<file path="src/rtl/issue_pkg.sv">
// Shared types and sizes for the issue/acknowledge responder and its lanes.
package issue_pkg;
    localparam int NUM_ARCH_REGS = 32;
    localparam int REG_IDX_W     = 5;

    typedef enum logic {
        LANE_IDLE = 1'b0,
        LANE_MUL  = 1'b1
    } lane_state_t;
endpackage

</file>
<file path="src/rtl/exec_lane.sv">
// One issue lane: accepts single-cycle or multi-cycle ops, times multiplies
// and produces the raw writeback plus scoreboard set/clear strobes.
module exec_lane
    import issue_pkg::*;
#(
    parameter int XLEN    = 32,
    parameter int MUL_LAT = 4
) (
    input  logic                 clk,
    input  logic                 rst,
    input  logic                 i_en,
    input  logic [REG_IDX_W-1:0] i_regd,
    input  logic                 i_mul,
    input  logic [XLEN-1:0]      i_result,
    output logic                 o_ack,
    output logic                 o_wb_en,
    output logic [REG_IDX_W-1:0] o_wb_regd,
    output logic [XLEN-1:0]      o_wb_data,
    output logic                 o_set,
    output logic [REG_IDX_W-1:0] o_set_idx,
    output logic                 o_clr,
    output logic [REG_IDX_W-1:0] o_clr_idx
);
    localparam int             CW       = $clog2(MUL_LAT);
    localparam logic [CW-1:0]  CNT_LOAD = CW'(MUL_LAT - 2);

    lane_state_t          r_state, w_state_nxt;
    logic [CW-1:0]        r_cnt, w_cnt_nxt;
    logic [REG_IDX_W-1:0] r_mul_regd, w_mul_regd_nxt;
    logic                 r_wb_en, w_wb_en_nxt;
    logic [REG_IDX_W-1:0] r_wb_regd, w_wb_regd_nxt;
    logic [XLEN-1:0]      r_wb_data, w_wb_data_nxt;
    logic                 r_mul_wb, w_mul_wb_nxt;
    logic                 w_accept;

    assign o_ack     = (r_state == LANE_IDLE);
    assign w_accept  = i_en & o_ack;
    assign o_wb_en   = r_wb_en;
    assign o_wb_regd = r_wb_regd;
    assign o_wb_data = r_wb_data;
    assign o_set_idx = i_regd;
    // Clear lands the cycle after a multiply's writeback cycle.
    assign o_clr     = r_mul_wb;
    assign o_clr_idx = r_wb_regd;

    always_ff @(posedge clk or negedge rst) begin
        if (!rst) begin
            r_state    <= LANE_IDLE;
            r_cnt      <= '0;
            r_mul_regd <= '0;
            r_wb_en    <= 1'b0;
            r_wb_regd  <= '0;
            r_wb_data  <= '0;
            r_mul_wb   <= 1'b0;
        end else begin
            r_state    <= w_state_nxt;
            r_cnt      <= w_cnt_nxt;
            r_mul_regd <= w_mul_regd_nxt;
            r_wb_en    <= w_wb_en_nxt;
            r_wb_regd  <= w_wb_regd_nxt;
            r_wb_data  <= w_wb_data_nxt;
            r_mul_wb   <= w_mul_wb_nxt;
        end
    end

    always_comb begin
        w_state_nxt    = r_state;
        w_cnt_nxt      = r_cnt;
        w_mul_regd_nxt = r_mul_regd;
        w_wb_en_nxt    = 1'b0;
        w_wb_regd_nxt  = r_wb_regd;
        w_wb_data_nxt  = r_wb_data;
        w_mul_wb_nxt   = 1'b0;
        o_set          = 1'b0;
        case (r_state)
            LANE_IDLE: begin
                if (w_accept && i_mul) begin
                    w_mul_regd_nxt = i_regd;
                    w_cnt_nxt      = CNT_LOAD;
                    w_state_nxt    = LANE_MUL;
                    o_set          = (i_regd != '0);
                end else if (w_accept) begin
                    w_wb_en_nxt   = (i_regd != '0);
                    w_wb_regd_nxt = i_regd;
                    w_wb_data_nxt = i_result;
                end
            end
            LANE_MUL: begin
                if (r_cnt == '0) begin
                    w_state_nxt   = LANE_IDLE;
                    w_wb_en_nxt   = (r_mul_regd != '0);
                    w_wb_regd_nxt = r_mul_regd;
                    w_wb_data_nxt = i_result;
                    w_mul_wb_nxt  = 1'b1;
                end else begin
                    w_cnt_nxt = r_cnt - CW'(1);
                end
            end
            default: w_state_nxt = LANE_IDLE;
        endcase
    end
endmodule

</file>
<file path="src/rtl/issue_ack_unit.sv">
// Two-lane issue responder: per-lane timing, same-destination writeback
// arbitration and the pending-multiply destination scoreboard.
module issue_ack_unit
    import issue_pkg::*;
#(
    parameter int XLEN    = 32,
    parameter int MUL_LAT = 4
) (
    input  logic                     clk,
    input  logic                     rst,
    input  logic                     en1,
    input  logic                     en2,
    input  logic [REG_IDX_W-1:0]     regd1,
    input  logic [REG_IDX_W-1:0]     regd2,
    input  logic                     mul1,
    input  logic                     mul2,
    input  logic [XLEN-1:0]          result1,
    input  logic [XLEN-1:0]          result2,
    output logic                     ack1,
    output logic                     ack2,
    output logic                     wb_en1,
    output logic                     wb_en2,
    output logic [REG_IDX_W-1:0]     wb_regd1,
    output logic [REG_IDX_W-1:0]     wb_regd2,
    output logic [XLEN-1:0]          wb_data1,
    output logic [XLEN-1:0]          wb_data2,
    output logic [NUM_ARCH_REGS-1:0] pending
);
    localparam int NUM_LANES = 2;

    logic [NUM_LANES-1:0]                w_en, w_mul, w_ack, w_wb_en, w_set, w_clr;
    logic [NUM_LANES-1:0][REG_IDX_W-1:0] w_regd, w_wb_regd, w_set_idx, w_clr_idx;
    logic [NUM_LANES-1:0][XLEN-1:0]      w_result, w_wb_data;
    logic [NUM_ARCH_REGS-1:0]            r_pending, w_set_mask, w_clr_mask;
    logic                                w_conflict;

    assign w_en     = {en2, en1};
    assign w_mul    = {mul2, mul1};
    assign w_regd   = {regd2, regd1};
    assign w_result = {result2, result1};

    for (genvar g = 0; g < NUM_LANES; g++) begin : g_lane
        exec_lane #(.XLEN(XLEN), .MUL_LAT(MUL_LAT)) u_lane (
            .clk      (clk),
            .rst      (rst),
            .i_en     (w_en[g]),
            .i_regd   (w_regd[g]),
            .i_mul    (w_mul[g]),
            .i_result (w_result[g]),
            .o_ack    (w_ack[g]),
            .o_wb_en  (w_wb_en[g]),
            .o_wb_regd(w_wb_regd[g]),
            .o_wb_data(w_wb_data[g]),
            .o_set    (w_set[g]),
            .o_set_idx(w_set_idx[g]),
            .o_clr    (w_clr[g]),
            .o_clr_idx(w_clr_idx[g])
        );
    end

    // Lane 2 carries the younger instruction, so it owns a shared destination.
    assign w_conflict = w_wb_en[1] & (w_wb_regd[0] == w_wb_regd[1]);

    assign ack1     = w_ack[0];
    assign ack2     = w_ack[1];
    assign wb_en1   = w_wb_en[0] & ~w_conflict;
    assign wb_en2   = w_wb_en[1];
    assign wb_regd1 = w_wb_regd[0];
    assign wb_regd2 = w_wb_regd[1];
    assign wb_data1 = w_wb_data[0];
    assign wb_data2 = w_wb_data[1];
    assign pending  = r_pending;

    always_comb begin
        w_set_mask = '0;
        w_clr_mask = '0;
        for (int l = 0; l < NUM_LANES; l++) begin
            if (w_set[l]) w_set_mask[w_set_idx[l]] = 1'b1;
            if (w_clr[l]) w_clr_mask[w_clr_idx[l]] = 1'b1;
        end
    end

    // Set is applied after clear so a same-cycle set of the same bit wins.
    always_ff @(posedge clk or negedge rst) begin
        if (!rst) r_pending <= '0;
        else      r_pending <= (r_pending & ~w_clr_mask) | w_set_mask;
    end
endmodule

</file>
<file path="config.mk">
export PLATFORM = sky130hd
export DESIGN_NAME = issue_ack_unit
export DESIGN_NICKNAME = d
export VERILOG_FILES = /design/src/rtl/issue_pkg.sv /design/src/rtl/exec_lane.sv /design/src/rtl/issue_ack_unit.sv
export SDC_FILE = /design/constraint.sdc
export NUM_CORES = 1
export LEC_CHECK = 0
export CAP_MARGIN = 20
export CORE_MARGIN = 3
export CORE_UTILIZATION = 47
export DETAILED_ROUTE_END_ITERATION = 10
export GPL_TIMING_DRIVEN = 0
export PLACE_DENSITY = 0.8
export SYNTH_ARGS = -nofsm -noshare
export SYNTH_HDL_FRONTEND = slang
export SYNTH_HIERARCHICAL = 1
export SYNTH_SLANG_ARGS = --single-unit
</file>
<file path="constraint.sdc">
create_clock -name clk -period 2.2 [get_ports clk]
set_input_delay 0.44 -clock clk [delete_from_list [all_inputs] [get_ports clk]]
set_output_delay 0.44 -clock clk [all_outputs]
set_load 0.02 [all_outputs]
</file>
==> results.cfg <==
[yosys]
syn_avg_cell_area_um2 = 13.5
synth_area_mm2 = 0.00624
netlist_instances = 462
ys_seq_area_share_pct = 50.5
async_flop_share_pct = 100
synth_edf_count = 0
yosysTopAreaCell = dfrtp_1
synth_ff_type = dfrtp_1
yosysUniqueCellTypes = 42
synth_top_area_share_pct = 50.5
syn_nets = 544
ys_ff_latch = 126
yosys_warnings = 6
synthTopCellsByArea = dfrtp_1 (50%), mux2_4 (14%), mux2_2 (6.1%), a21o_1 (3.4%), a22oi_1 (3.4%)

[cells_and_area]
fill_cells = 863
nets = 765
layout_common_cells = clkdlybuf4s50_1 (187), dfrtp_1 (120), mux2_4 (60), mux2_2 (34), o22ai_1 (33)
n_antenna_cell = 0
area_delta_synth_final_pct = 46.0
final_common_cell = clkdlybuf4s50_1
instances_no_fill = 867
fin_area_mm2 = 0.00912
drive_gt1_share_pct = 26.9

[worst_setup_path]
regToRegStartpoint = g_lane[0].u_lane/r_state
cpPeakStageDelay_ps = 390
critPathCaptureType = output pin
reg2reg_to = pending[3]
path_class = flop to output pin
ff2ff_setup_slack_ps = 300
crit_fanout = 3
crit_chain = buf_4 > xor2_1 > nor4_2 > a31oi_1 > buf_4
r2r_cells = 7
cp-start-kind = flop
critPathArrivalTime_ps = 1670
cp.required_ps = 1760
worst_path_most_repeated_cell = buf_4
crit_path_top_delay_cell = dfrtp_1

[floorplan]
die_h_um = 121
dieArea_mm2 = 0.0147
die_width_um = 121
io_pins = 190
initial_core_util_pct = 48.7
core_mm2 = 0.0128
rows = 41

[sta]
tightest_slew_ps = 636
hold_viol_final = 0
max_freq_mhz = 474
fin_crit_sh_pct = 95.9
timing.final.ws_setup_ps = 89.5
setup_violations = 0
maxSlewViolCount = 0
layout_min_cycle_time_ps = 2110
finalSetupTns_ps = 0
max-slew-margin-rel_pct = 57.4
fin_worst_skew_ps = 6.08

[outcome]
outcome = completed

[global_routing]
grt_pass1_vias = 5086
grt_max_degree = 84
grt_overflow = 0
antenna_found_initial = 0
grt_usage_pct = 24.1
grt_pass1_wl_um = 27300

[detailed_routing]
avgRoutedWirePerCell_um = 19.8
num_vias = 4763
viasPerCell = 5.49
postRouteWirelength_um = 17200
drc_errors = 0
detail-route-antenna-nets = 0
first_pass_iters = 5
drt_iter0_drc = 370

[clock_network]
cts_tree = yes
clk_pin_slew_ps = 50
cts_buffer_depth = 2
clk_latency_ps = 420
htree_levels = 4
clock_sinks = 126
cts-root-buf = clkbuf_16
numCtsBuffers = 17

[worst_hold_path]
hold_path_class = flop to flop
hold_end = pending[22]
whs_path_depth = 1
worstHoldStart = pending[22]

[place]
placed_area_mm2 = 0.00838
dp_cells = 824
port-buffer-count = 189
place_ws_ps = -456
hpwl_um = 12600
globalplace.congestion = 0.904

[power]
total_power_mw = 14.5
ir_drop_mv = 1.02
powerDensity_mw_per_mm2 = 1590
p_leak_nw = 3.98

[flow_run]
max_cap_violations = 0
-- worst max-delay path, delay by kind of cell, from the launching register on --
family          cells  cell delay (ps)
compound gates      1              120
xor+xnor            1              140
buf+inv             2              320
flops               1              390
simple gates        1              280
-- per-layer routing --
metal | wire length (um) | up-vias | global-route usage, %
met5 | 0 | - | 0
met4 | 286 | 0 | 7.56
met3 | 1450 | 27 | 8.30
met2 | 8470 | 228 | 40.2
met1 | 6990 | 2347 | 29.6
li1 | - | 2161 | -
-- how the worst max path moves through the flow --
stage / startpoint / endpoint / slack (ps) / cells after the start
final: g_lane[0].u_lane/o_clr_idx[3] / wb_en1 / 90 / 5
after detailed placement: mul1 / pending[1] / -460 / 6
after floorplan: g_lane[0].u_lane/r_state / pending[3] / 220 / 6
after global placement: rst / g_lane[1].u_lane/o_wb_data[18] / -4040 / 1
after global routing: g_lane[0].u_lane/o_clr_idx[3] / wb_en1 / -7 / 5
after CTS: g_lane[0].u_lane/r_state / pending[1] / 6 / 6
-- power by group --
part / internal, mW / switching [mW] / leakage [nW]
Sequential: 3.50 / 0.784 / 1.50
Clock: 1.92 / 0.973 / 0.303
Combinational: 4.02 / 3.34 / 2.17
-- flip-flops by register name, indices dropped and copies added, names as in the netlist --
| name | flops |
|---|---|
| g_lane.u_lane/o_clr | 2 |
| g_lane.u_lane/o_clr_idx | 10 |
| g_lane.u_lane/o_wb_data | 64 |
| g_lane.u_lane/o_wb_en | 2 |
| g_lane.u_lane/r_cnt | 4 |
| g_lane.u_lane/r_mul_regd | 10 |
| g_lane.u_lane/r_state | 2 |
| pending | 32 |
-- cell families (layout without fill, tap and decap cells) --
logic type	count (synthesis)	count (layout)	synth area share [%]
XOR/XNOR	5	5	0.701
buffers and inverters	53	286	6.21
AO/OA/AOI/OAI	99	99	11.3
flip-flops	126	126	50.5
adder cells (fa/ha/maj)	2	2	0.401
multiplexers	94	94	20.6
AND/OR/NAND/NOR	83	83	10.4
-- cell usage after synthesis, types with 9 or more instances --
cell type,count
dfrtp_1,126
mux2_4,60
mux2_2,34
o22ai_1,33
a21o_1,28
a22oi_1,28
buf_4,20
inv_1,11
nor2_1,11
nand2_1,10
clkbuf_1,9
-- what timing repair did --
action,4_1_cts,5_1_grt
endpoints found under the setup margin,6,8
setup buffers,4,10
pin swaps,0,2
cloned,0,0
hold buffers,1,0
hold endpoints to repair,43,0
gates resized for setup,12,6
-- area by class of cell --
| type | instances | area, um2 | area share (%) |
|---|---|---|---|
| Timing Repair Buffer | 205 | 2030 | 22.3 |
| Buffer | 39 | 324 | 3.55 |
| Clock buffer | 25 | 505 | 5.54 |
| Clock inverter | 6 | 105 | 1.15 |
| Sequential cell | 126 | 3160 | 34.7 |
| Multi-Input combinational cell | 283 | 2730 | 30.0 |
| Tap cell | 172 | 215 | 2.36 |
| Inverter | 11 | 41.3 | 0.453 |
-- stage by stage --
| step | utilization, % | hold WS (ps) |
|---|---|---|
| floorplan | - | 144 |
| global placement | 65.1 | 463 |
| detailed placement | 65.3 | 391 |
| CTS | 70.5 | 481 |
| global route | 71.1 | 497 |
| finish | 71.1 | 474 |
No activity file was read; power rests on OpenSTA's default activity.
